File: config.mk
export PLATFORM = sky130hd
export DESIGN_NAME = dev_bus_bridge
export DESIGN_NICKNAME = d
export VERILOG_FILES = /design/src/rtl/dev_bus_bridge.sv
export SDC_FILE = /design/constraint.sdc
export NUM_CORES = 1
export LEC_CHECK = 0
export CORE_MARGIN = 10
export CORE_UTILIZATION = 33
export DETAILED_ROUTE_END_ITERATION = 16
export GPL_TIMING_DRIVEN = 0
export PLACE_DENSITY_LB_ADDON = 0.25
export SLEW_MARGIN = 25
export SYNTH_ARGS = -nofsm -noshare
export SYNTH_HDL_FRONTEND = slang
export SYNTH_SLANG_ARGS = --single-unit
File: constraint.sdc
create_clock -name clk -period 1.3 [get_ports clk]
set_input_delay 0.26 -clock clk [delete_from_list [all_inputs] [get_ports clk]]
set_output_delay 0.26 -clock clk [all_outputs]
set_load 0.01 [all_outputs]
File: src/rtl/dev_bus_bridge.sv
// dev_bus_bridge: CPU-to-timer peripheral bus initiator with registered HWInt[7:2] vector.
// Optional bus-error reporting (unmapped/misaligned) is enabled by defining BRIDGE_BUSERR_EN.
`timescale 1ns/1ps
`default_nettype none

module dev_bus_bridge #(
  parameter logic [31:0] DEV0_BASE = 32'h0000_7F00,
  parameter logic [31:0] DEV1_BASE = 32'h0000_7F10
) (
  input  logic        clk,
  input  logic        reset,
  input  logic        cpu_req,
  input  logic        cpu_we,
  input  logic [31:0] cpu_addr,
  input  logic [31:0] cpu_wdata,
  output logic [31:0] cpu_rdata,
  output logic        cpu_ack,
  output logic        cpu_err,
  output logic [1:0]  dev_addr,
  output logic [31:0] dev_din,
  output logic        dev0_we,
  output logic        dev1_we,
  input  logic [31:0] dev0_dout,
  input  logic [31:0] dev1_dout,
  input  logic        dev0_int,
  input  logic        dev1_int,
  input  logic [3:0]  ext_int,
  output logic [5:0]  hwint,
  output logic        irq
);

  typedef enum logic [1:0] {
    IDLE   = 2'd0,
    ACCESS = 2'd1,
    RESP   = 2'd2
  } state_t;

  state_t      state_q, state_d;
  logic        we_q, we_d;
  logic        sel0_q, sel0_d;
  logic        sel1_q, sel1_d;
  logic        err_q, err_d;
  logic [1:0]  dev_addr_q, dev_addr_d;
  logic [31:0] dev_din_q, dev_din_d;
  logic [31:0] rdata_q, rdata_d;
  logic [5:0]  hwint_q;

  logic hit0;
  logic hit1;
  logic bad_access;

  assign hit0 = (cpu_addr[31:4] == DEV0_BASE[31:4]);
  assign hit1 = (cpu_addr[31:4] == DEV1_BASE[31:4]);

`ifdef BRIDGE_BUSERR_EN
  assign bad_access = (cpu_addr[1:0] != 2'b00) | ~(hit0 | hit1);
`else
  // Byte offset is simply dropped; the access goes to the decoded word.
  logic addr_lo_unused;
  assign addr_lo_unused = ^cpu_addr[1:0];
  assign bad_access     = 1'b0;
`endif

  always_comb begin
    state_d    = state_q;
    we_d       = we_q;
    sel0_d     = sel0_q;
    sel1_d     = sel1_q;
    err_d      = err_q;
    dev_addr_d = dev_addr_q;
    dev_din_d  = dev_din_q;
    rdata_d    = rdata_q;
    cpu_ack    = 1'b0;
    cpu_err    = 1'b0;
    dev0_we    = 1'b0;
    dev1_we    = 1'b0;
    case (state_q)
      IDLE: begin
        if (cpu_req) begin
          we_d       = cpu_we;
          sel0_d     = hit0 & ~bad_access;
          sel1_d     = hit1 & ~bad_access;
          err_d      = bad_access;
          dev_addr_d = cpu_addr[3:2];
          dev_din_d  = cpu_wdata;
          state_d    = ACCESS;
        end
      end
      ACCESS: begin
        dev0_we = we_q & sel0_q;
        dev1_we = we_q & sel1_q;
        // Writes clear the read register so a stale load value never lingers.
        if (we_q)        rdata_d = 32'h0;
        else if (sel0_q) rdata_d = dev0_dout;
        else if (sel1_q) rdata_d = dev1_dout;
        else             rdata_d = 32'h0;
        state_d = RESP;
      end
      RESP: begin
        cpu_ack = 1'b1;
        cpu_err = err_q;
        state_d = IDLE;
      end
      default: state_d = IDLE;
    endcase
  end

  always_ff @(posedge clk) begin
    if (reset) begin
      state_q    <= IDLE;
      we_q       <= 1'b0;
      sel0_q     <= 1'b0;
      sel1_q     <= 1'b0;
      err_q      <= 1'b0;
      dev_addr_q <= 2'b00;
      dev_din_q  <= 32'h0;
      rdata_q    <= 32'h0;
      hwint_q    <= 6'b0;
    end else begin
      state_q    <= state_d;
      we_q       <= we_d;
      sel0_q     <= sel0_d;
      sel1_q     <= sel1_d;
      err_q      <= err_d;
      dev_addr_q <= dev_addr_d;
      dev_din_q  <= dev_din_d;
      rdata_q    <= rdata_d;
      hwint_q    <= {ext_int, dev1_int, dev0_int};
    end
  end

  assign cpu_rdata = rdata_q;
  assign dev_addr  = dev_addr_q;
  assign dev_din   = dev_din_q;
  assign hwint     = hwint_q;
  assign irq       = |hwint_q;

endmodule

`default_nettype wire

==> impl_metrics.py, run 1 <==
metrics = {
    "floorplanning": {
        "die-area_um2": 14500,
        "start_util_pct": 33.9,
        "fp.coreArea_um2": 9820,
        "die_h_um": 120,
        "rows": 36,
        "io_pins": 215,
        "die_w_um": 120,
    },
    "run": {
        "drv_cap": 0,
    },
    "sta": {
        "clock_skew_ns": 0.00836,
        "final_hold_viol_count": 0,
        "finalSetupTns_ns": -2.08,
        "final.setup.worst_slack_ns": -0.149,
        "max_freq_mhz": 690,
        "min_period_over_period_pct": 111,
        "slew_headroom_pct": 51.8,
        "fin_crit_ns": 1.45,
        "finalSetupViolations": 40,
        "drv_slew": 0,
        "rsz0062_at_grt": "yes",
        "worst_pin_slew_ns": 0.724,
    },
    "place": {
        "gp_congestion": 0.814,
        "placed_cells": 757,
        "dpl.hpwl_um": 10500,
        "portBuffers": 210,
        "place_ws_ns": -0.779,
    },
    "yosys": {
        "yosys_register_bits": 77,
        "synth_ff_type": "dfxtp_1",
        "syn_inst": 414,
        "ys_types": 24,
        "syn_area_um2": 3330,
        "synth_area_leaders": "dfxtp_1 (46%), nand2_1 (15%), a21oi_1 (10%)",
        "seq_area_frac_synth_pct": 46.3,
        "yosysMostFrequentCell": "nand2_1",
        "synthTopCellsByCount": "nand2_1 (135), dfxtp_1 (77), a21oi_1 (67)",
        "postSynthNetCount": 552,
        "synth-edff-count": 0,
        "async_flop_share_pct": 0,
        "syn_area_per_cell_um2": 8.05,
        "synth_area_leader_cell": "dfxtp_1",
        "netlist.area_leader.share_pct": 46.3,
        "yosys_warnings": 0,
    },
    "power_and_ir_drop": {
        "p_per_area_nw_per_um2": 830,
        "clkPwrFrac_pct": 33.0,
        "power_frac_seq_pct": 45.1,
        "ir_drop_uv": 562,
        "fin_total_pwr_w": 0.00551,
        "internal_power_w": 0.00404,
        "p_sw_share_pct": 26.7,
        "power_frac_comb_pct": 21.9,
        "p_sw_w": 0.00147,
        "p_leak_nw": 2.65,
    },
    "cts": {
        "cts_root_buf": "clkbuf_8",
        "cts_buffers": 9,
        "cts_tree": "done",
        "htreeDepth": 3,
        "cts.path.max_buffers": 2,
        "clk_latency_ns": 0.35,
        "clkSinkCount": 77,
        "clkTransAtPathRegs_ns": 0.08,
        "hold_buffers": 0,
    },
    "grt": {
        "track_usage_pct": 18.4,
        "grt-ovfl-total": 0,
        "grt_pass1_vias": 4026,
        "grt_pass1_wl_um": 21700,
        "grt_max_degree": 15,
        "antenna_found_initial": 0,
    },
    "hold_path": {
        "hold_class": "reg2reg",
        "hold_start": "cpu_rdata[16]",
    },
    "setup_path": {
        "critPathLaunchType": "flip-flop",
        "required_ns": 1.04,
        "cp_top_family": "flip-flops",
        "critPathMaxFanout": 6,
        "cpMostUsedCell": "buf_6",
        "critPathLaunch": "sel0_q",
        "worstPathArrival_ns": 1.19,
        "end_kind": "output port",
        "cpMaxStageDelayCell": "dfxtp_2",
        "r2r_start": "state_q[0]",
        "path_buf_inv": 3,
        "path_cells": "buf_6 > buf_8 > and3_4 > buf_6",
        "critPathKind": "reg2out",
        "critPathMaxStageDelay_ns": 0.35,
    },
    "detailed_routing": {
        "drt_first_pass_iters": 4,
        "routedWlPerCell_um": 18.6,
        "totalWireLength_um": 14800,
        "vias_per_cell": 4.87,
        "drt_iter0_markers": 249,
        "drcViolationCount": 0,
        "routed-via-count": 3875,
        "detail-route-antenna-nets": 0,
    },
    "cells_and_area": {
        "fin_nets": 796,
        "utilization_pct": 67.6,
        "antenna_cells": 0,
        "area_delta_synth_final_pct": 99.3,
        "drive_gt1_share_pct": 26.5,
        "stdcell_count": 796,
    },
    "run_status": {
        "violations": "negative setup slack",
        "status": "finished with violations",
    },
}
what timing repair did:
item                                    4_1_cts  5_1_grt
resized for setup                           137      185
buffers inserted                             14        3
gates cloned                                  1        7
pin swaps                                     5       72
endpoints found under the setup margin      137       77
metrics by stage:
| stage | hold WS (ns) | area (µm²) |
|---|---|---|
| floorplan | 0.362 | 3330 |
| finish | 0.454 | 6640 |
| detailed placement | 0.446 | 5600 |
| global route | 0.444 | 6640 |
| global placement | 0.441 | 5600 |
| CTS | 0.438 | 5950 |
power groups by stage:
stage	registers, W	clock network [W]	logic, W
2_1_floorplan	0.00257	0	0.000252
3_3_place_gp	0.00253	0	0.000931
3_5_place_dp	0.00254	0	0.000942
4_1_cts	0.00248	0.00188	0.000965
5_1_grt	0.00250	0.00199	0.00129
6_report	0.00249	0.00182	0.00120
registers in the layout, summed over array words and instances (netlist names):
register   cells
cpu_rdata     32
dev_addr       2
dev_din       32
hwint          6
sel0_q         1
sel1_q         1
state_q        2
we_q           1
logic make-up after synthesis:
group / count (synthesis) / synth area share, %
simple gates: 195 / 28.2
flops: 77 / 46.3
buf+inv: 40 / 6.42
other cells: 1 / 0.113
compound gates: 101 / 19.0
tightest hold or removal path: stages, from the launching register on:
cell     delay (ns)
dfxtp_1        0.31
nand2_1        0.05
a21oi_1        0.05
metal layers:
layer	vias to the layer above	GRT usage [%]	share of wire, %
met5	-	0	0
met1	1825	21.2	39
met2	143	31.8	51
met4	0	3.17	0.66
met3	9	7.35	8.9
li1	1898	-	-
cell usage in the layout, fill, tap and decap left out, types with 8 or more instances in the layout:
master and count:
clkdlybuf4s50_1 133, nand2_1 98, dfxtp_1 70, dlygate4sd2_1 58, a21oi_2 41, nand3b_1 34
a211o_1 32, a21oi_1 26, nand2_4 24, buf_6 23, nand2_2 13, clkbuf_8 10
buf_8 10, clkbuf_2 9, clkbuf_1 8, clkdlybuf4s15_1 8
layout make-up:
cell class	count	area, µm²
clock buffer	9	124
inverter	1	3.75
sequential	77	1560
timing repair buffer	235	2360
tap	133	166
clock inverter	7	75.1
buffer	37	349
multi-input combinational	297	2010
fill	834	3180
path summary, 6_finish.rpt:
| kind | cells after the start | slack (ns) | end |
|---|---|---|---|
| max | 4 | -0.15 | dev0_we |
| min | 2 | 0.45 | cpu_rdata[16] |
| max reg2reg | 7 | -0.08 | we_q |
| min reg2reg | 2 | 0.45 | cpu_rdata[16] |
(Power assumes the default switching activity.)
==> run 2: changes to the inputs <==
SLEW_MARGIN = not set   (was 25)
==> results of run 2 <==
No change in the layout: final DEF, timing and power equal those of run 1.
